File: src/rtl/fetch_unit_pkg.sv
// Shared definitions for the fetch unit: opcodes, FSM states, fixed words
// and the conditional-jump decode.
package fetch_unit_pkg;

   localparam logic [3:0] OP_NOP  = 4'b0000;
   localparam logic [3:0] OP_JZRS = 4'b0110;
   localparam logic [3:0] OP_JZIM = 4'b0111;
   localparam logic [3:0] OP_JCRS = 4'b1000;
   localparam logic [3:0] OP_JCIM = 4'b1010;
   localparam logic [3:0] OP_HALT = 4'b1111;

   localparam logic [7:0] NOP_WORD  = {OP_NOP, 4'h0};
   localparam logic [7:0] HALT_WORD = {OP_HALT, 4'h0};

   typedef enum logic [1:0] {
      ST_IDLE  = 2'd0,
      ST_WAIT  = 2'd1,
      ST_FAULT = 2'd2
   } fetch_state_t;

   // True when the opcode is a conditional jump whose flag is set.
   function automatic logic jump_cond(input logic [3:0] op, input logic z, input logic c);
      logic res;
      res = 1'b0;
      case (op)
         OP_JZRS, OP_JZIM: res = z;
         OP_JCRS, OP_JCIM: res = c;
         default:          res = 1'b0;
      endcase
      return res;
   endfunction

endpackage

File: src/rtl/fetch_unit_if.sv
// Instruction memory read channel between the fetch unit and its memory.
interface fetch_unit_if;
   logic       imem_req;
   logic [7:0] imem_addr;
   logic [7:0] imem_rdata;
   logic       imem_ack;

   modport master (output imem_req, output imem_addr, input imem_rdata, input imem_ack);
   modport slave  (input imem_req, input imem_addr, output imem_rdata, output imem_ack);
endinterface

File: src/rtl/fetch_timer.sv
// Counts WAIT cycles without an acknowledge; expired flags the cycle whose
// tick would bring the count to TIMEOUT.
module fetch_timer #(
   parameter int TIMEOUT = 15
) (
   input  logic clk,
   input  logic CLB,
   input  logic clear,
   input  logic enable,
   output logic expired
);
   localparam int CW = $clog2(TIMEOUT + 1);

   logic [CW-1:0] count;

   // Wait-cycle counter, saturating at TIMEOUT.
   always_ff @(posedge clk or posedge CLB) begin
      if (CLB) begin
         count <= '0;
      end else if (clear) begin
         count <= '0;
      end else if (enable && (count != CW'(TIMEOUT))) begin
         count <= count + CW'(1);
      end
   end

   assign expired = (count == CW'(TIMEOUT - 1));
endmodule

File: src/rtl/fetch_unit.sv
// Instruction fetch unit: program counter with conditional jumps, and a
// request/acknowledge fetch FSM with a sticky memory-timeout fault.
module fetch_unit
   import fetch_unit_pkg::*;
#(
   parameter int TIMEOUT = 15
) (
   input  logic         clk,
   input  logic         CLB,
   fetch_unit_if.master mem,
   input  logic         LoadIR,
   input  logic         IncPC,
   input  logic         SelPC,
   input  logic         LoadPC,
   input  logic         z,
   input  logic         c,
   input  logic [7:0]   reg_data,
   output logic [7:0]   pc,
   output logic [7:0]   ir,
   output logic [3:0]   op,
   output logic [3:0]   arg,
   output logic         fetch_busy,
   output logic         ir_valid,
   output logic         jump_taken,
   output logic         fetch_fault
);

   fetch_state_t state;
   logic         tmr_clear;
   logic         tmr_enable;
   logic         tmr_expired;
   logic         take_jump;

   assign op  = ir[7:4];
   assign arg = ir[3:0];

   assign take_jump  = LoadPC && jump_cond(op, z, c);
   assign tmr_clear  = (state == ST_IDLE) && LoadIR;
   assign tmr_enable = (state == ST_WAIT) && !mem.imem_ack;

   fetch_timer #(.TIMEOUT(TIMEOUT)) u_timer (
      .clk     (clk),
      .CLB     (CLB),
      .clear   (tmr_clear),
      .enable  (tmr_enable),
      .expired (tmr_expired)
   );

   // Program counter: a taken jump wins; a blocked jump also blocks increment.
   always_ff @(posedge clk or posedge CLB) begin
      if (CLB) begin
         pc         <= 8'h00;
         jump_taken <= 1'b0;
      end else begin
         jump_taken <= 1'b0;
         if (LoadPC) begin
            if (take_jump) begin
               pc         <= SelPC ? reg_data : {4'b0000, arg};
               jump_taken <= 1'b1;
            end
         end else if (IncPC) begin
            pc <= pc + 8'd1;
         end
      end
   end

   // Fetch FSM; the address is latched at request time so pc may move freely.
   always_ff @(posedge clk or posedge CLB) begin
      if (CLB) begin
         state         <= ST_IDLE;
         ir            <= NOP_WORD;
         mem.imem_req  <= 1'b0;
         mem.imem_addr <= 8'h00;
         fetch_busy    <= 1'b0;
         ir_valid      <= 1'b0;
         fetch_fault   <= 1'b0;
      end else begin
         ir_valid <= 1'b0;
         case (state)
            ST_IDLE: begin
               if (LoadIR) begin
                  state         <= ST_WAIT;
                  mem.imem_req  <= 1'b1;
                  mem.imem_addr <= pc;
                  fetch_busy    <= 1'b1;
               end
            end
            ST_WAIT: begin
               if (mem.imem_ack) begin
                  state        <= ST_IDLE;
                  ir           <= mem.imem_rdata;
                  mem.imem_req <= 1'b0;
                  fetch_busy   <= 1'b0;
                  ir_valid     <= 1'b1;
               end else if (tmr_expired) begin
                  state        <= ST_FAULT;
                  ir           <= HALT_WORD;
                  mem.imem_req <= 1'b0;
                  fetch_busy   <= 1'b0;
                  fetch_fault  <= 1'b1;
               end
            end
            ST_FAULT: begin
               mem.imem_req <= 1'b0;
               fetch_busy   <= 1'b0;
               fetch_fault  <= 1'b1;
               ir           <= HALT_WORD;
            end
            default: begin
               state <= ST_IDLE;
            end
         endcase
      end
   end

endmodule

File: src/flat_wrapper.sv
// flat-port wrapper written by rule: the top's interface ports become plain ports
module fetch_unit_flat import fetch_unit_pkg::*;
#(
   parameter int TIMEOUT = 15
)
  (clk, CLB, LoadIR, IncPC, SelPC, LoadPC, z, c, reg_data, pc, ir, op, arg, fetch_busy, ir_valid, jump_taken, fetch_fault, mem_imem_req, mem_imem_addr, mem_imem_rdata, mem_imem_ack);
  fetch_unit_if mem_i ();
  input  logic clk;
  input  logic CLB;
  input  logic LoadIR;
  input  logic IncPC;
  input  logic SelPC;
  input  logic LoadPC;
  input  logic z;
  input  logic c;
  input  logic [7:0] reg_data;
  output logic [7:0] pc;
  output logic [7:0] ir;
  output logic [3:0] op;
  output logic [3:0] arg;
  output logic fetch_busy;
  output logic ir_valid;
  output logic jump_taken;
  output logic fetch_fault;
  output wire logic [$bits(mem_i.imem_req)-1:0] mem_imem_req;
  output wire logic [$bits(mem_i.imem_addr)-1:0] mem_imem_addr;
  input wire logic [$bits(mem_i.imem_rdata)-1:0] mem_imem_rdata;
  input wire logic [$bits(mem_i.imem_ack)-1:0] mem_imem_ack;
  assign mem_imem_req = mem_i.imem_req;
  assign mem_imem_addr = mem_i.imem_addr;
  assign mem_i.imem_rdata = mem_imem_rdata;
  assign mem_i.imem_ack = mem_imem_ack;
  fetch_unit #(.TIMEOUT(TIMEOUT)) u_core (.clk(clk), .CLB(CLB), .mem(mem_i), .LoadIR(LoadIR), .IncPC(IncPC), .SelPC(SelPC), .LoadPC(LoadPC), .z(z), .c(c), .reg_data(reg_data), .pc(pc), .ir(ir), .op(op), .arg(arg), .fetch_busy(fetch_busy), .ir_valid(ir_valid), .jump_taken(jump_taken), .fetch_fault(fetch_fault));
endmodule
File: config.mk
export PLATFORM = sky130hd
export DESIGN_NAME = fetch_unit_flat
export DESIGN_NICKNAME = d
export VERILOG_FILES = /design/src/rtl/fetch_unit_pkg.sv /design/src/rtl/fetch_unit_if.sv /design/src/rtl/fetch_timer.sv /design/src/rtl/fetch_unit.sv /design/src/flat_wrapper.sv
export SDC_FILE = /design/constraint.sdc
export NUM_CORES = 1
export LEC_CHECK = 0
export CAP_MARGIN = 20
export CORE_MARGIN = 3
export CORE_UTILIZATION = 45
export DETAILED_ROUTE_END_ITERATION = 12
export GPL_TIMING_DRIVEN = 0
export PLACE_DENSITY = 0.77
export REMOVE_ABC_BUFFERS = 1
export SLEW_MARGIN = 20
export SYNTH_ARGS = -nofsm -noshare
export SYNTH_HDL_FRONTEND = slang
export SYNTH_SLANG_ARGS = --single-unit
export TNS_END_PERCENT = 50
File: constraint.sdc
create_clock -name clk -period 1.7 [get_ports clk]
set_input_delay 0.255 -clock clk [delete_from_list [all_inputs] [get_ports clk]]
set_output_delay 0.255 -clock clk [all_outputs]
set_load 0.05 [all_outputs]
After elaboration in Yosys (flattened, before gate mapping)
Cells that the tools add are included.
{ "word_totals": {"ff_bits": 34, "in_bits": 25, "elab_cells": 68} }
{ "classes": {"add_sub_neg": 2, "n_eq_ne": 13, "mux": 25, "bitwise": 1, "n_reduce_logical": 18} }
{ "op_table": {"columns": ["op", "count"], "rows": [
  ["$mux W8", 6],
  ["$pmux W8 S2", 1],
  ["$eq A4 B4 Y1 const B", 3],
  ["$mux W1", 9],
  ["$reduce_and A3 Y1", 3],
  ["$add A8 B1 Y8 const B", 1],
  ["$eq A4 B3 Y1 const B", 2],
  ["$mux W4", 2],
  ["$mux W2", 3],
  ["$pmux W2 S3", 1],
  ["$reduce_and A2 Y1", 3],
  ["$reduce_bool A2 Y1", 3],
  ["$add A4 B1 Y4 const B", 1],
  ["$logic_and A1 B1 Y1", 4],
  ["$ne A2 B1 Y1 const B", 2],
  ["$ne A2 B2 Y1 const B", 2],
  ["$ne A4 B4 Y1 const B", 1],
  ["$pmux W1 S2", 2],
  ["$reduce_or A2 Y1", 2],
  ["$ne A3 B2 Y1 const B", 1],
  ["$pmux W1 S3", 1],
  ["$reduce_bool A3 Y1", 1],
  ["$eq A2 B1 Y1 const B", 1],
  ["$eq A2 B2 Y1 const B", 1],
  ["3 further kinds", 3]
]} }

Logic depth before layout (Yosys ltp)
{ "depth": {"ltp_word": 6, "mapped_depth": 7, "depth_no_buf": 6} }

Cells and area by module
Synthesis repeated with hierarchy kept, for this count alone.
{ "unflattened": {"cells_unflattened": 168, "hier_area_um2": 1803.0} }
{ "by_module_without_submodules": {"columns": ["mod", "n_inst", "cells_per_inst", "area_each_um2"], "rows": [
  ["fetch_unit", 1, 146, 1572.8],
  ["fetch_timer", 1, 22, 230.2]
]} }

Least setup slack after synthesis
Ideal clock, no wire load.
{ "synth_path": {"kind": "register to register", "startpoint": "register u_core.ir[6]", "endpoint": "register u_core.pc[4]", "setup_time_ps": 111, "arrival_time_ps": 1641, "required_time_ps": 1589, "path_slack_ps": -52, "stages_incl_launch_ff": 6, "path_buffers": 1, "path_cell_list": "dfrtp_1 > nor2b_1 > nand4_2 > and3_1 > buf_6 > a222oi_1"} }
{ "synth_between": {"elab_chain_cells": 6, "word_cells_on_any_way": 10, "cone_classes": "eq/ne (5); mux (1); reduce/logical (4)"} }
{ "synth_rtl": {"columns": ["item", "line_no", "source"], "rows": [
  ["start, declared", "fetch_unit.sv:19", "output logic [7:0] ir,"],
  ["start signal, assigned", "fetch_unit.sv:91", "ir <= mem.imem_rdata;"],
  ["$eq A4 B4 Y1 or $eq A4 B3 Y1 (tied branches)", "fetch_unit_pkg.sv:25", "case (op)"],
  ["$reduce_or A2 Y1", "fetch_unit_pkg.sv:25", null],
  ["$pmux W1 S2 *", "fetch_unit_pkg.sv:25", null],
  ["$logic_and A1 B1 Y1 *", "fetch_unit.sv:37", "assign take_jump = LoadPC && jump_cond(op, z, c);"],
  ["$ne A2 B1 Y1 (no source line) *", null, null],
  ["$reduce_and A2 Y1 (no source line) *", null, null],
  ["end signal, assigned", "fetch_unit.sv:58", "pc <= SelPC ? reg_data : {4'b0000, arg};"],
  ["end signal, assigned", "fetch_unit.sv:62", "pc <= pc + 8'd1;"],
  ["end, declared", "fetch_unit.sv:18", "output logic [7:0] pc,"]
]} }
Every way passes the cells marked *; elsewhere a longest branch is shown, timed or not.
A chain may end at the register's enable or synchronous reset.

Final worst setup path
{ "layout_path": {"startpoint": "register u_core.ir_valid", "endpoint": "output ir_valid"} }
{ "layout_rtl": {"columns": ["item", "line_no", "source"], "rows": [
  ["start, declared", "fetch_unit.sv:23", "output logic ir_valid,"],
  ["start signal, assigned", "fetch_unit.sv:75", "ir_valid <= 1'b0;"],
  ["start signal, assigned", "fetch_unit.sv:78", "ir_valid <= 1'b0;"],
  ["start signal, assigned", "fetch_unit.sv:94", "ir_valid <= 1'b1;"],
  ["end, declared", "flat_wrapper.sv:22", "output logic ir_valid;"]
]} }
No word-level cell between the ends.

==> summary.md <==
| Metric | Value |
|---|---|
| IO Port Bufs | `just over 60` |
| Mapped Cells | `183` |
| CTS clk-pin slew, worst paths | `0.06 ns` |
| Post-synth top area share | `0.473` |
| Area after DPL | `2380 µm²` |
| Top delay family on crit path | `buffers and inverters` |
| Post-layout min period | `1.65 ns` |
| Worst skew pair latency | `0.28 ns` |
| Vias in the first global route | `1466` |
| WL/cell | `13.9 µm` |
| Crit path DAT | `1.39 ns` |
| Worst Tran Pin Value | `0.701 ns` |
| Antenna violations before repair | `0` |
| Die H | `69.3 µm` |
| Max Cap Violations | `0` |
| Most common cell after layout, fill and taps aside | `dfrtp_1` |
| Power Density | `2130 nW/µm²` |
| WS Path Type | `reg -> out` |
| Die area | `~4800 µm²` |
| Diode count | `0` |
| Slew Limit Fails | `0` |
| Final setup viols | `0` |
| CTS sink cnt | `34` |
| Commonest cells after routing, fill and taps aside | `dfrtp_1, dlygate4sd2_1, clkdlybuf4s50_1` |
| Critical path endpoint category | `output port` |
| CP max stage delay | `0.79 ns` |
| RSZ-0062 raised after global routing | `yes` |
| CP Max Fanout | `1` |
| First-pass GRT wire length | `a little under 7000 µm` |
| Post-Route Skew | `~0.0038 ns` |
| Drt pass-1 iters | `4` |
| Worst slew margin | `0.532` |
| Worst Path Required | `1.44 ns` |
| Outcome | `complete, no violations` |
| Detail Route Antenna Nets | `0` |
| Synth warnings | `0` |
| Die width | `about 69 µm` |
| Cell row count | `22` |
| Area Overhead vs Synth | `35.0%` |
| Max VDD drop | `1.46 mV` |
| # Post-CTS Setup Buffers | `0` |
| Setup crit start kind | `flop` |
| Leading area contributor after synthesis | `dfrtp_1` |
| Gp weighted congestion | `0.837` |
| Fin crit share | `0.969` |
| DR vias | `1508` |
| Top Ports | `62` |
| All-layer global routing usage | `0.178` |
| Design area | `2430 µm²` |
| Root Buffer | `clkbuf_8` |
| Initial core utilization | `0.477` |
| Inserted Clock Buffers | `5` |
| Worst r2r src | `u_core.state[1]$_DFFE_PP0P_` |
| Buf/Inv on CP | `1` |
| Area of the multi-input gates | `828 µm²` |
| Post-Route WL | `between 3000 and 4000 µm` |
| Sequential fraction of the synthesis area | `0.473` |
| Synth Area per Inst | `9.84 µm²` |
| Yosys reg bits | `34` |
| Largest net degree at the start of global routing | `35` |
| CTS max path bufs | `2` |
| Static Leak | `1.14 nW` |
| DR iter-0 viols | `124` |
| DRC viols | `0` |
| Grt ovf | `0` |
| Final Net Count | `approximately 270` |
| Netlist cell types | `37` |
| Register Area | `851 µm²` |
| Ratio of cells with drive above 1 in the final layout | `0.0886` |
| Fmax | `between 600 and 700 MHz` |
| CTS tree | `yes` |
| Dominant cells by area after synthesis | `dfrtp_1, mux2_2, nand2_1` |
| Vias/cell | `~5.3` |
| Final Hold Vio Count | `0` |
| CP max-delay cell | `clkdlybuf4s50_1` |
| Filler Cell Count | `334` |
| Post-DP HPWL | `between 2000 and 3000 µm` |
| H-tree depth | `2` |
| Worst Hold Class | `in -> async` |
| Worst Hold Slack | `0.408 ns` |
| Critical path cell sequence | `clkdlybuf4s50_1` |
| Setup TNS | `0 ns` |
| Worst setup path start | `u_core.ir_valid$_DFF_PP0_` |
| Pwr Total | `between 5 and 6 mW` |
| Area of the mapped netlist | `1800 µm²` |
| Core area | `~3800 µm²` |
-- Yosys cell counts --
library cell	n
nand3_1	9
nand4_1	3
o21ai_0	15
o211ai_1	4
and2_1	2
nand3b_1	1
buf_2	1
xnor2_1	2
a32oi_1	1
nor2b_1	4
buf_6	1
and3_1	3
a221oi_1	3
o31a_1	1
inv_1	8
buf_4	9
o221ai_1	2
a21bo_2	1
mux2i_1	4
clkbuf_1	3
a21o_1	1
a31oi_1	2
mux2_2	9
ha_1	6
nand2_1	22
nor2_1	10
a222oi_1	1
nor3b_1	1
dfrtp_1	34
nand4_2	2
a21oi_1	11
nand2b_1	2
xor2_1	1
a41oi_1	1
nor4_1	1
a311oi_1	1
inv_2	1
-- layout make-up --
class,instances,area share
Sequential cell,34,0.350
Multi-Input combinational cell,126,0.341
Timing Repair Buffer,61,0.239
Clock buffer,7,0.0314
Tap cell,48,0.0247
Inverter,9,0.0139
-- worst paths after layout --
path / to / slack (ns) / cells past startpoint
worst max-delay path: ir_valid / 0.05 / 1
worst min-delay path: u_core.state[0]$_DFFE_PP0P_ / 0.41 / 2
worst max register to register: u_core.state[1]$_DFFE_PP0P_ / 0.13 / 6
worst min register to register: u_core.mem.imem_addr[4]$_DFFE_PP0P_ / 0.50 / 2
max in group asynchronous: u_core.pc[4]$_DFFE_PP0P_ / 0.85 / 2
min in group clk: u_core.mem.imem_addr[4]$_DFFE_PP0P_ / 0.50 / 2
-- where the power goes --
part	switching [mW]	internal (mW)	total, mW	leakage (nW)
clock network	0.273	0.282	0.555	0.0383
logic	2.13	0.970	3.10	0.687
registers	0.352	1.16	1.51	0.413
-- per-stage QoR --
stage / setup slack, ns / instances / util
6_report: 0.0522 / 285 / 0.644
5_1_grt: -0.00931 / 285 / 0.644
4_1_cts: 0.00146 / 285 / 0.640
3_5_place_dp: -0.606 / 278 / 0.630
3_3_place_gp: -0.609 / 278 / 0.630
2_1_floorplan: -0.339 / 169 / -
-- routing by layer --
| layer | vias to the layer above | GRT usage | part of all wire |
|---|---|---|---|
| met2 | 58 | 0.262 | 0.45 |
| met5 | - | 0 | 0 |
| met1 | 691 | 0.238 | 0.46 |
| met3 | 4 | 0.0667 | 0.071 |
| li1 | 755 | - | - |
| met4 | 0 | 0.0651 | 0.013 |
-- kinds of logic after synthesis --
family / share of synthesized area
and+or+nand+nor: 0.166
buffers and inverters: 0.0716
muxes: 0.0785
xor gates and xnor gates: 0.0146
DFF: 0.473
AOI/OAI and AO/OA: 0.155
adders and majority gates: 0.0417
-- worst register-to-register path: stages, from the launching register on --
cell and delay [ns]:
dfrtp_1 0.38, inv_1 0.10, ha_1 0.20, nor2b_1 0.31
a21oi_1 0.16, o21ai_0 0.13, mux2i_1 0.21
-- registers in the layout (all words and copies together) (netlist names) --
| register | flops |
|---|---|
| u_core.state | 2 |
| u_core.pc | 8 |
| u_core.mem.imem_addr | 8 |
| u_core.mem.imem_req | 1 |
| u_core.u_timer.count | 4 |
| u_core.ir | 8 |
| u_core.jump_taken | 1 |
| u_core.fetch_fault | 1 |
| u_core.ir_valid | 1 |
-- timing repair --
action	CTS	global route
pin swaps	0	0
resized for setup	32	8
hold buffers	0	0
endpoints found under the setup margin	38	9
Power figures use the tool's default switching activity.
